<file path="config.mk">
export PLATFORM = sky130hd
export DESIGN_NAME = multicycle_ctrl_flat
export DESIGN_NICKNAME = d
export VERILOG_FILES = /design/src/rtl/multicycle_ctrl_if.sv /design/src/rtl/multicycle_ctrl.sv /design/src/flat_wrapper.sv
export SDC_FILE = /design/constraint.sdc
export NUM_CORES = 1
export LEC_CHECK = 0
export CORE_MARGIN = 1
export CORE_UTILIZATION = 45
export CTS_BUF_LIST = sky130_fd_sc_hd__clkbuf_16
export CTS_CLUSTER_SIZE = 12
export DETAILED_ROUTE_END_ITERATION = 6
export PLACE_DENSITY = 0.75
export SLEW_MARGIN = 20
export SYNTH_ARGS = -nofsm -noshare
export SYNTH_HDL_FRONTEND = slang
export SYNTH_SLANG_ARGS = --single-unit
</file>
<file path="constraint.sdc">
create_clock -name clk -period 3.4 [get_ports clk]
set_input_delay 0.51 -clock clk [delete_from_list [all_inputs] [get_ports clk]]
set_output_delay 0.51 -clock clk [all_outputs]
set_load 0.1 [all_outputs]
</file>
<file path="src/rtl/multicycle_ctrl_if.sv">
// Control bundle between the multi-cycle sequencer and the MIPS datapath.
// master = sequencer side, slave = datapath side.
interface multicycle_ctrl_if #(
  parameter int unsigned CNT_W = 32
);
  logic [5:0]       op;
  logic [5:0]       funct;
  logic             alu_zero;
  logic             mem_ready;
  logic             pc_en;
  logic             ir_write;
  logic             iord;
  logic             mem_read;
  logic             mem_write;
  logic             reg_write;
  logic             reg_dst;
  logic             mem_to_reg;
  logic [1:0]       alu_src_a;
  logic [1:0]       alu_src_b;
  logic [3:0]       alu_op;
  logic             sign_ext;
  logic [1:0]       pc_source;
  logic [3:0]       state;
  logic             instr_done;
  logic             illegal;
  logic [CNT_W-1:0] instr_count;

  modport master (
    input  op, funct, alu_zero, mem_ready,
    output pc_en, ir_write, iord, mem_read, mem_write, reg_write, reg_dst,
           mem_to_reg, alu_src_a, alu_src_b, alu_op, sign_ext, pc_source,
           state, instr_done, illegal, instr_count
  );

  modport slave (
    output op, funct, alu_zero, mem_ready,
    input  pc_en, ir_write, iord, mem_read, mem_write, reg_write, reg_dst,
           mem_to_reg, alu_src_a, alu_src_b, alu_op, sign_ext, pc_source,
           state, instr_done, illegal, instr_count
  );
endinterface

</file>
<file path="src/rtl/multicycle_ctrl.sv">
// Multi-cycle MIPS control sequencer: steps each instruction through
// fetch/decode/execute/memory/write-back and drives every datapath select.
module multicycle_ctrl #(
  parameter int unsigned CNT_W = 32
) (
  input  logic              clk,
  input  logic              rst,
  multicycle_ctrl_if.master bus
);
  localparam int unsigned OP_W    = 6;
  localparam int unsigned ALU_W   = 4;
  localparam int unsigned STATE_W = 4;

  localparam logic [OP_W-1:0] OP_RTYPE = 6'h00;
  localparam logic [OP_W-1:0] OP_J     = 6'h02;
  localparam logic [OP_W-1:0] OP_BEQ   = 6'h04;
  localparam logic [OP_W-1:0] OP_BNE   = 6'h05;
  localparam logic [OP_W-1:0] OP_ADDI  = 6'h08;
  localparam logic [OP_W-1:0] OP_ANDI  = 6'h0C;
  localparam logic [OP_W-1:0] OP_ORI   = 6'h0D;
  localparam logic [OP_W-1:0] OP_LW    = 6'h23;
  localparam logic [OP_W-1:0] OP_SW    = 6'h2B;

  localparam logic [OP_W-1:0] F_SLL  = 6'h00;
  localparam logic [OP_W-1:0] F_SRL  = 6'h02;
  localparam logic [OP_W-1:0] F_ADD  = 6'h20;
  localparam logic [OP_W-1:0] F_ADDU = 6'h21;
  localparam logic [OP_W-1:0] F_SUB  = 6'h22;
  localparam logic [OP_W-1:0] F_SUBU = 6'h23;
  localparam logic [OP_W-1:0] F_AND  = 6'h24;
  localparam logic [OP_W-1:0] F_OR   = 6'h25;
  localparam logic [OP_W-1:0] F_XOR  = 6'h26;
  localparam logic [OP_W-1:0] F_NOR  = 6'h27;
  localparam logic [OP_W-1:0] F_SLT  = 6'h2A;

  localparam logic [ALU_W-1:0] ALU_AND = 4'h0;
  localparam logic [ALU_W-1:0] ALU_OR  = 4'h1;
  localparam logic [ALU_W-1:0] ALU_ADD = 4'h2;
  localparam logic [ALU_W-1:0] ALU_XOR = 4'h3;
  localparam logic [ALU_W-1:0] ALU_SUB = 4'h6;
  localparam logic [ALU_W-1:0] ALU_SLT = 4'h7;
  localparam logic [ALU_W-1:0] ALU_SLL = 4'h8;
  localparam logic [ALU_W-1:0] ALU_SRL = 4'h9;
  localparam logic [ALU_W-1:0] ALU_NOR = 4'hC;

  typedef enum logic [STATE_W-1:0] {
    S_FETCH    = 4'd0,
    S_DECODE   = 4'd1,
    S_MEM_ADDR = 4'd2,
    S_MEM_RD   = 4'd3,
    S_MEM_WB   = 4'd4,
    S_MEM_WR   = 4'd5,
    S_R_EXE    = 4'd6,
    S_R_WB     = 4'd7,
    S_BRANCH   = 4'd8,
    S_JUMP     = 4'd9,
    S_I_EXE    = 4'd10,
    S_I_WB     = 4'd11
  } state_e;

  typedef struct packed {
    logic             pc_en;
    logic             ir_write;
    logic             iord;
    logic             mem_read;
    logic             mem_write;
    logic             reg_write;
    logic             reg_dst;
    logic             mem_to_reg;
    logic [1:0]       alu_src_a;
    logic [1:0]       alu_src_b;
    logic [ALU_W-1:0] alu_op;
    logic             sign_ext;
    logic [1:0]       pc_source;
    logic             instr_done;
    logic             illegal;
  } ctrl_t;

  state_e           state_q, state_d;
  logic [CNT_W-1:0] instr_count_q, instr_count_d;
  ctrl_t            ctrl_c, ctrl_out_c;
  logic [ALU_W-1:0] r_alu_op_c, i_alu_op_c;
  logic             r_legal_c, r_shift_c;

  // R-type funct decode; IR is stable for the whole instruction
  always_comb begin
    r_alu_op_c = ALU_ADD;
    r_legal_c  = 1'b1;
    r_shift_c  = 1'b0;
    case (bus.funct)
      F_ADD, F_ADDU: r_alu_op_c = ALU_ADD;
      F_SUB, F_SUBU: r_alu_op_c = ALU_SUB;
      F_AND:         r_alu_op_c = ALU_AND;
      F_OR:          r_alu_op_c = ALU_OR;
      F_XOR:         r_alu_op_c = ALU_XOR;
      F_NOR:         r_alu_op_c = ALU_NOR;
      F_SLT:         r_alu_op_c = ALU_SLT;
      F_SLL: begin
        r_alu_op_c = ALU_SLL;
        r_shift_c  = 1'b1;
      end
      F_SRL: begin
        r_alu_op_c = ALU_SRL;
        r_shift_c  = 1'b1;
      end
      default:       r_legal_c  = 1'b0;
    endcase
  end

  always_comb begin
    case (bus.op)
      OP_ANDI: i_alu_op_c = ALU_AND;
      OP_ORI:  i_alu_op_c = ALU_OR;
      default: i_alu_op_c = ALU_ADD;
    endcase
  end

  // Next state and per-state control levels
  always_comb begin
    state_d = state_q;
    ctrl_c  = '0;
    case (state_q)
      S_FETCH: begin
        ctrl_c.mem_read  = 1'b1;
        ctrl_c.alu_src_b = 2'd1;
        ctrl_c.alu_op    = ALU_ADD;
        ctrl_c.pc_en     = bus.mem_ready;
        ctrl_c.ir_write  = bus.mem_ready;
        if (bus.mem_ready) state_d = S_DECODE;
      end
      S_DECODE: begin
        ctrl_c.alu_src_b = 2'd3;
        ctrl_c.alu_op    = ALU_ADD;
        ctrl_c.sign_ext  = 1'b1;
        case (bus.op)
          OP_RTYPE: begin
            if (r_legal_c) begin
              state_d = S_R_EXE;
            end else begin
              ctrl_c.illegal = 1'b1;
              state_d        = S_FETCH;
            end
          end
          OP_LW, OP_SW:              state_d = S_MEM_ADDR;
          OP_BEQ, OP_BNE:            state_d = S_BRANCH;
          OP_J:                      state_d = S_JUMP;
          OP_ADDI, OP_ANDI, OP_ORI:  state_d = S_I_EXE;
          default: begin
            ctrl_c.illegal = 1'b1;
            state_d        = S_FETCH;
          end
        endcase
      end
      S_MEM_ADDR: begin
        ctrl_c.alu_src_a = 2'd1;
        ctrl_c.alu_src_b = 2'd2;
        ctrl_c.alu_op    = ALU_ADD;
        state_d          = (bus.op == OP_SW) ? S_MEM_WR : S_MEM_RD;
      end
      S_MEM_RD: begin
        ctrl_c.iord     = 1'b1;
        ctrl_c.mem_read = 1'b1;
        if (bus.mem_ready) state_d = S_MEM_WB;
      end
      S_MEM_WB: begin
        ctrl_c.reg_write  = 1'b1;
        ctrl_c.mem_to_reg = 1'b1;
        ctrl_c.instr_done = 1'b1;
        state_d           = S_FETCH;
      end
      S_MEM_WR: begin
        ctrl_c.iord      = 1'b1;
        ctrl_c.mem_write = 1'b1;
        if (bus.mem_ready) begin
          ctrl_c.instr_done = 1'b1;
          state_d           = S_FETCH;
        end
      end
      S_R_EXE: begin
        ctrl_c.alu_src_a = r_shift_c ? 2'd2 : 2'd1;
        ctrl_c.alu_op    = r_alu_op_c;
        state_d          = S_R_WB;
      end
      S_R_WB: begin
        ctrl_c.reg_write  = 1'b1;
        ctrl_c.reg_dst    = 1'b1;
        ctrl_c.instr_done = 1'b1;
        state_d           = S_FETCH;
      end
      S_BRANCH: begin
        ctrl_c.alu_src_a  = 2'd1;
        ctrl_c.alu_op     = ALU_SUB;
        ctrl_c.pc_source  = 2'd1;
        ctrl_c.pc_en      = bus.alu_zero ^ (bus.op == OP_BNE);
        ctrl_c.instr_done = 1'b1;
        state_d           = S_FETCH;
      end
      S_JUMP: begin
        ctrl_c.pc_source  = 2'd2;
        ctrl_c.pc_en      = 1'b1;
        ctrl_c.instr_done = 1'b1;
        state_d           = S_FETCH;
      end
      S_I_EXE: begin
        ctrl_c.alu_src_a = 2'd1;
        ctrl_c.alu_src_b = 2'd2;
        ctrl_c.alu_op    = i_alu_op_c;
        ctrl_c.sign_ext  = (bus.op == OP_ADDI);
        state_d          = S_I_WB;
      end
      S_I_WB: begin
        ctrl_c.reg_write  = 1'b1;
        ctrl_c.instr_done = 1'b1;
        state_d           = S_FETCH;
      end
      default: state_d = S_FETCH;
    endcase
  end

  always_comb begin
    instr_count_d = instr_count_q + CNT_W'(ctrl_c.instr_done);
  end

  always_ff @(posedge clk or negedge rst) begin
    if (!rst) begin
      state_q       <= S_FETCH;
      instr_count_q <= '0;
    end else begin
      state_q       <= state_d;
      instr_count_q <= instr_count_d;
    end
  end

  // Hold every strobe low while reset is asserted, including FETCH's mem_read
  assign ctrl_out_c = rst ? ctrl_c : '0;

  assign bus.pc_en       = ctrl_out_c.pc_en;
  assign bus.ir_write    = ctrl_out_c.ir_write;
  assign bus.iord        = ctrl_out_c.iord;
  assign bus.mem_read    = ctrl_out_c.mem_read;
  assign bus.mem_write   = ctrl_out_c.mem_write;
  assign bus.reg_write   = ctrl_out_c.reg_write;
  assign bus.reg_dst     = ctrl_out_c.reg_dst;
  assign bus.mem_to_reg  = ctrl_out_c.mem_to_reg;
  assign bus.alu_src_a   = ctrl_out_c.alu_src_a;
  assign bus.alu_src_b   = ctrl_out_c.alu_src_b;
  assign bus.alu_op      = ctrl_out_c.alu_op;
  assign bus.sign_ext    = ctrl_out_c.sign_ext;
  assign bus.pc_source   = ctrl_out_c.pc_source;
  assign bus.instr_done  = ctrl_out_c.instr_done;
  assign bus.illegal     = ctrl_out_c.illegal;
  assign bus.state       = state_q;
  assign bus.instr_count = instr_count_q;
endmodule
</file>
<file path="src/flat_wrapper.sv">
// flat-port wrapper written by rule: the top's interface ports become plain ports
module multicycle_ctrl_flat 
#(
  parameter int unsigned CNT_W = 32
)
  (clk, rst, bus_op, bus_funct, bus_alu_zero, bus_mem_ready, bus_pc_en, bus_ir_write, bus_iord, bus_mem_read, bus_mem_write, bus_reg_write, bus_reg_dst, bus_mem_to_reg, bus_alu_src_a, bus_alu_src_b, bus_alu_op, bus_sign_ext, bus_pc_source, bus_state, bus_instr_done, bus_illegal, bus_instr_count);
  multicycle_ctrl_if #(.CNT_W(CNT_W)) bus_i ();
  input  logic clk;
  input  logic rst;
  input wire logic [$bits(bus_i.op)-1:0] bus_op;
  input wire logic [$bits(bus_i.funct)-1:0] bus_funct;
  input wire logic [$bits(bus_i.alu_zero)-1:0] bus_alu_zero;
  input wire logic [$bits(bus_i.mem_ready)-1:0] bus_mem_ready;
  output wire logic [$bits(bus_i.pc_en)-1:0] bus_pc_en;
  output wire logic [$bits(bus_i.ir_write)-1:0] bus_ir_write;
  output wire logic [$bits(bus_i.iord)-1:0] bus_iord;
  output wire logic [$bits(bus_i.mem_read)-1:0] bus_mem_read;
  output wire logic [$bits(bus_i.mem_write)-1:0] bus_mem_write;
  output wire logic [$bits(bus_i.reg_write)-1:0] bus_reg_write;
  output wire logic [$bits(bus_i.reg_dst)-1:0] bus_reg_dst;
  output wire logic [$bits(bus_i.mem_to_reg)-1:0] bus_mem_to_reg;
  output wire logic [$bits(bus_i.alu_src_a)-1:0] bus_alu_src_a;
  output wire logic [$bits(bus_i.alu_src_b)-1:0] bus_alu_src_b;
  output wire logic [$bits(bus_i.alu_op)-1:0] bus_alu_op;
  output wire logic [$bits(bus_i.sign_ext)-1:0] bus_sign_ext;
  output wire logic [$bits(bus_i.pc_source)-1:0] bus_pc_source;
  output wire logic [$bits(bus_i.state)-1:0] bus_state;
  output wire logic [$bits(bus_i.instr_done)-1:0] bus_instr_done;
  output wire logic [$bits(bus_i.illegal)-1:0] bus_illegal;
  output wire logic [$bits(bus_i.instr_count)-1:0] bus_instr_count;
  assign bus_i.op = bus_op;
  assign bus_i.funct = bus_funct;
  assign bus_i.alu_zero = bus_alu_zero;
  assign bus_i.mem_ready = bus_mem_ready;
  assign bus_pc_en = bus_i.pc_en;
  assign bus_ir_write = bus_i.ir_write;
  assign bus_iord = bus_i.iord;
  assign bus_mem_read = bus_i.mem_read;
  assign bus_mem_write = bus_i.mem_write;
  assign bus_reg_write = bus_i.reg_write;
  assign bus_reg_dst = bus_i.reg_dst;
  assign bus_mem_to_reg = bus_i.mem_to_reg;
  assign bus_alu_src_a = bus_i.alu_src_a;
  assign bus_alu_src_b = bus_i.alu_src_b;
  assign bus_alu_op = bus_i.alu_op;
  assign bus_sign_ext = bus_i.sign_ext;
  assign bus_pc_source = bus_i.pc_source;
  assign bus_state = bus_i.state;
  assign bus_instr_done = bus_i.instr_done;
  assign bus_illegal = bus_i.illegal;
  assign bus_instr_count = bus_i.instr_count;
  multicycle_ctrl #(.CNT_W(CNT_W)) u_core (.clk(clk), .rst(rst), .bus(bus_i));
endmodule
</file>
==> impl_metrics.ini <==
[clock_network]
cts_resized = 0
cts.clk_slew.worst_paths_ns = 0.05
clkLatencyLatePin_ns = 0.27
cts_hold_buf = 0
cts_max_level = 2
cts_tree = yes
cts_buffer_depth = 2
cts-root-buf = clkbuf_16
cts_buffers = 5
post-cts-setup-buffers = 0
cts.sinks = 36

[detailed_routing]
wl_per_cell_um = 14.19
drcViolationCount = 0
via_per_inst = 5.400
ant_nets = 0
vias = 2176
drtPass1Iterations = 4
drt_iter0_markers = 129
totalWireLength_um = 5720

[worst_setup_path]
reg2reg_slack_ns = 0.64
path_delay_family = compound AO/OA/AOI/OAI gates
crit_fanout = 7
arrival_ns = 2.49
crit_chain = clkdlybuf4s50_1 -> or3_4 -> a2111oi_2 -> a21oi_1 -> o2111a_1 -> buf_12
r2r_end = u_core.bus.instr_count[24]
timing.rr.start = u_core.bus.state[0]
cpPeakStageDelay_ns = 0.51
crit_path_top_delay_cell = clkdlybuf4s50_1
startpoint_type = input pin
required_ns = 2.89
critPathCaptureType = primary output
path_class = in2out
critPathBufInv = 2
r2r_cells = 10

[synth]
ys_types = 51
yosys.area.top_type_share_pct = 39.34
synth_common_cells = 36 x dfrtp_1, 25 x xnor2_1, 22 x nor2_1
yosysTopAreaCell = dfrtp_1
syn_area_um2 = 2290
synthArstFlopShare_pct = 100.0
synth_cells = 262
avgSynthCellArea_um2 = 8.739
synth_seq_area_share_pct = 39.34
yosys-top-cells-area = dfrtp_1 39%, xnor2_1 9.6%, nand3_1 4.2%
synth_edf_count = 0
synth.most_common_cell = dfrtp_1
synth_nets = 280
ys_seq_elements = 36
synthFlopType = dfrtp_1
synth_warnings = 0

[cells_and_area]
antennaDiodeCount = 0
stdcell_area_um2 = 3410
layout-drive-gt1-share_pct = 18.15
multi_input_area_um2 = 1389
seq_area_um2 = 900.9
syn_to_final_growth_pct = 48.91
layoutNonFillerInstCount = 403
utilization_pct = 70.78
final_nets = 354
fillers = 419

[hold_path]
hp-class = in2async

[timing]
worst_slew_pin_slew_ns = 0.9843
fin_ws_ns = 0.3952
max_freq_ghz = 0.3328
min_period_over_period_pct = 88.38
fin_skew_ns = 0.001846
layout_min_cycle_time_ns = 3.005
hold_viol = 0
slew_headroom_pct = 34.17
slew_violations = 0
setup_viol = 0
rsz0062_at_grt = false

[pwr]
switching_share_pct = 42.53
p_leak_nw = 1.383
p_int_mw = 0.8895
p_total_mw = 1.548
power_density_nw_per_um2 = 453.9
p_seq_share_pct = 31.9
pwr-share-comb_pct = 41.3
vdd_ir_drop_max_v = 0.0007115
pwr-share-clk_pct = 26.8
switching_power_mw = 0.6582

[floorplanning]
core_area_um2 = 4817
rows = 25
die_y_um = 73.33
die_area_um2 = 5377
initial_core_util_pct = 47.53
die_w_um = 73.33
top_level_ports = 73

[global_routing]
track_usage_pct = 22.08
overflow = 0
antenna_found_initial = 0
grt_max_degree = 29
grt_pass1_vias = 1977
grt_pass1_wl_um = 9149

[placement]
portBuffers = 72
dpl.cell_count = 396
place.gp.congestion = 0.9384
dp_hpwl_um = 4327
post-place-ws_ns = 0.4040
placed_area_um2 = 3276

[flow_run]
cap_violations = 0

[run_status]
outcome = finished clean
## flip-flops by register name (all words and copies together), names as in the netlist
register,count
u_core.bus.instr_count,32
u_core.bus.state,4
## routing by layer
metal / up-vias / share of wire [%] / GRT usage, %
met5: - / 0 / 0
li1: 1095 / - / -
met1: 1012 / 48 / 31.45
met3: 2 / 4.8 / 5.075
met2: 67 / 47 / 33.95
met4: 0 / 0.33 / 5.556
## worst max-delay path by stage
stage                                   start                to  slack [ns]  cells past startpoint
after global routing                bus_op[0]       bus_illegal        0.35                      6
after global placement              bus_op[0]       bus_illegal        0.45                      6
after floorplan           u_core.bus.state[3]  bus_alu_src_a[0]       -0.51                      4
after CTS                           bus_op[0]       bus_illegal        0.41                      6
after detailed placement            bus_op[0]       bus_illegal        0.40                      6
final                               bus_op[3]       bus_illegal        0.40                      6
## cell usage in the layout (no fill, tap or decap), types with 2 or more instances in the layout
cell type,n
buf_4,19
a21oi_2,3
nor2_2,3
clkdlybuf4s50_1,46
a21oi_1,11
nand4_1,13
nor2b_1,5
nand2_1,18
nor2_1,18
buf_12,13
mux2i_1,2
or3_1,2
and3_1,4
or2_2,2
ha_1,2
nor4_1,2
dfrtp_1,36
nor3_2,3
nor3_1,7
nand2b_1,10
nor4_2,2
xnor2_1,25
inv_1,10
xor2_1,8
nand3_1,19
and4_1,6
and2_1,3
o21ai_0,9
clkbuf_16,5
## logic make-up (layout without fill, tap and decap cells)
| kind of cell | Yosys count | count (layout) | share of synthesized area [%] |
|---|---|---|---|
| buffers and inverters | 21 | 95 | 3.497 |
| AND/OR/NAND/NOR | 128 | 128 | 31.15 |
| flip-flops | 36 | 36 | 39.34 |
| multiplexers | 2 | 2 | 0.8744 |
| XOR/XNOR | 33 | 33 | 12.62 |
| AO/OA/AOI/OAI | 40 | 40 | 11.42 |
| adder cells (fa/ha/maj) | 2 | 2 | 1.093 |
## area by class of cell
class	count	area share, %
well taps	67	2.459
inverters	9	0.9908
clock inverters	2	0.2569
flip-flops and latches	36	26.42
multi-input cells	205	40.73
clock buffers	5	3.670
repair buffers	79	25.47
## power groups by stage
stage,sequential [mW],combinational (mW),clock [mW]
detailed placement,0.499,0.640,0
floorplan,0.688,0.267,0
CTS,0.493,0.641,0.425
finish,0.494,0.639,0.415
global route,0.499,0.666,0.449
global placement,0.500,0.637,0
## per-stage QoR
| step | hold slack [ns] | TNS (ns) |
|---|---|---|
| 4_1_cts | 0.2170 | 0 |
| 3_3_place_gp | 0.4584 | 0 |
| 6_report | 0.2087 | 0 |
| 3_5_place_dp | 0.4662 | 0 |
| 5_1_grt | 0.2328 | 0 |
| 2_1_floorplan | 0.2144 | -0.8528 |
Note: power is estimated with default switching activity, not from simulation.
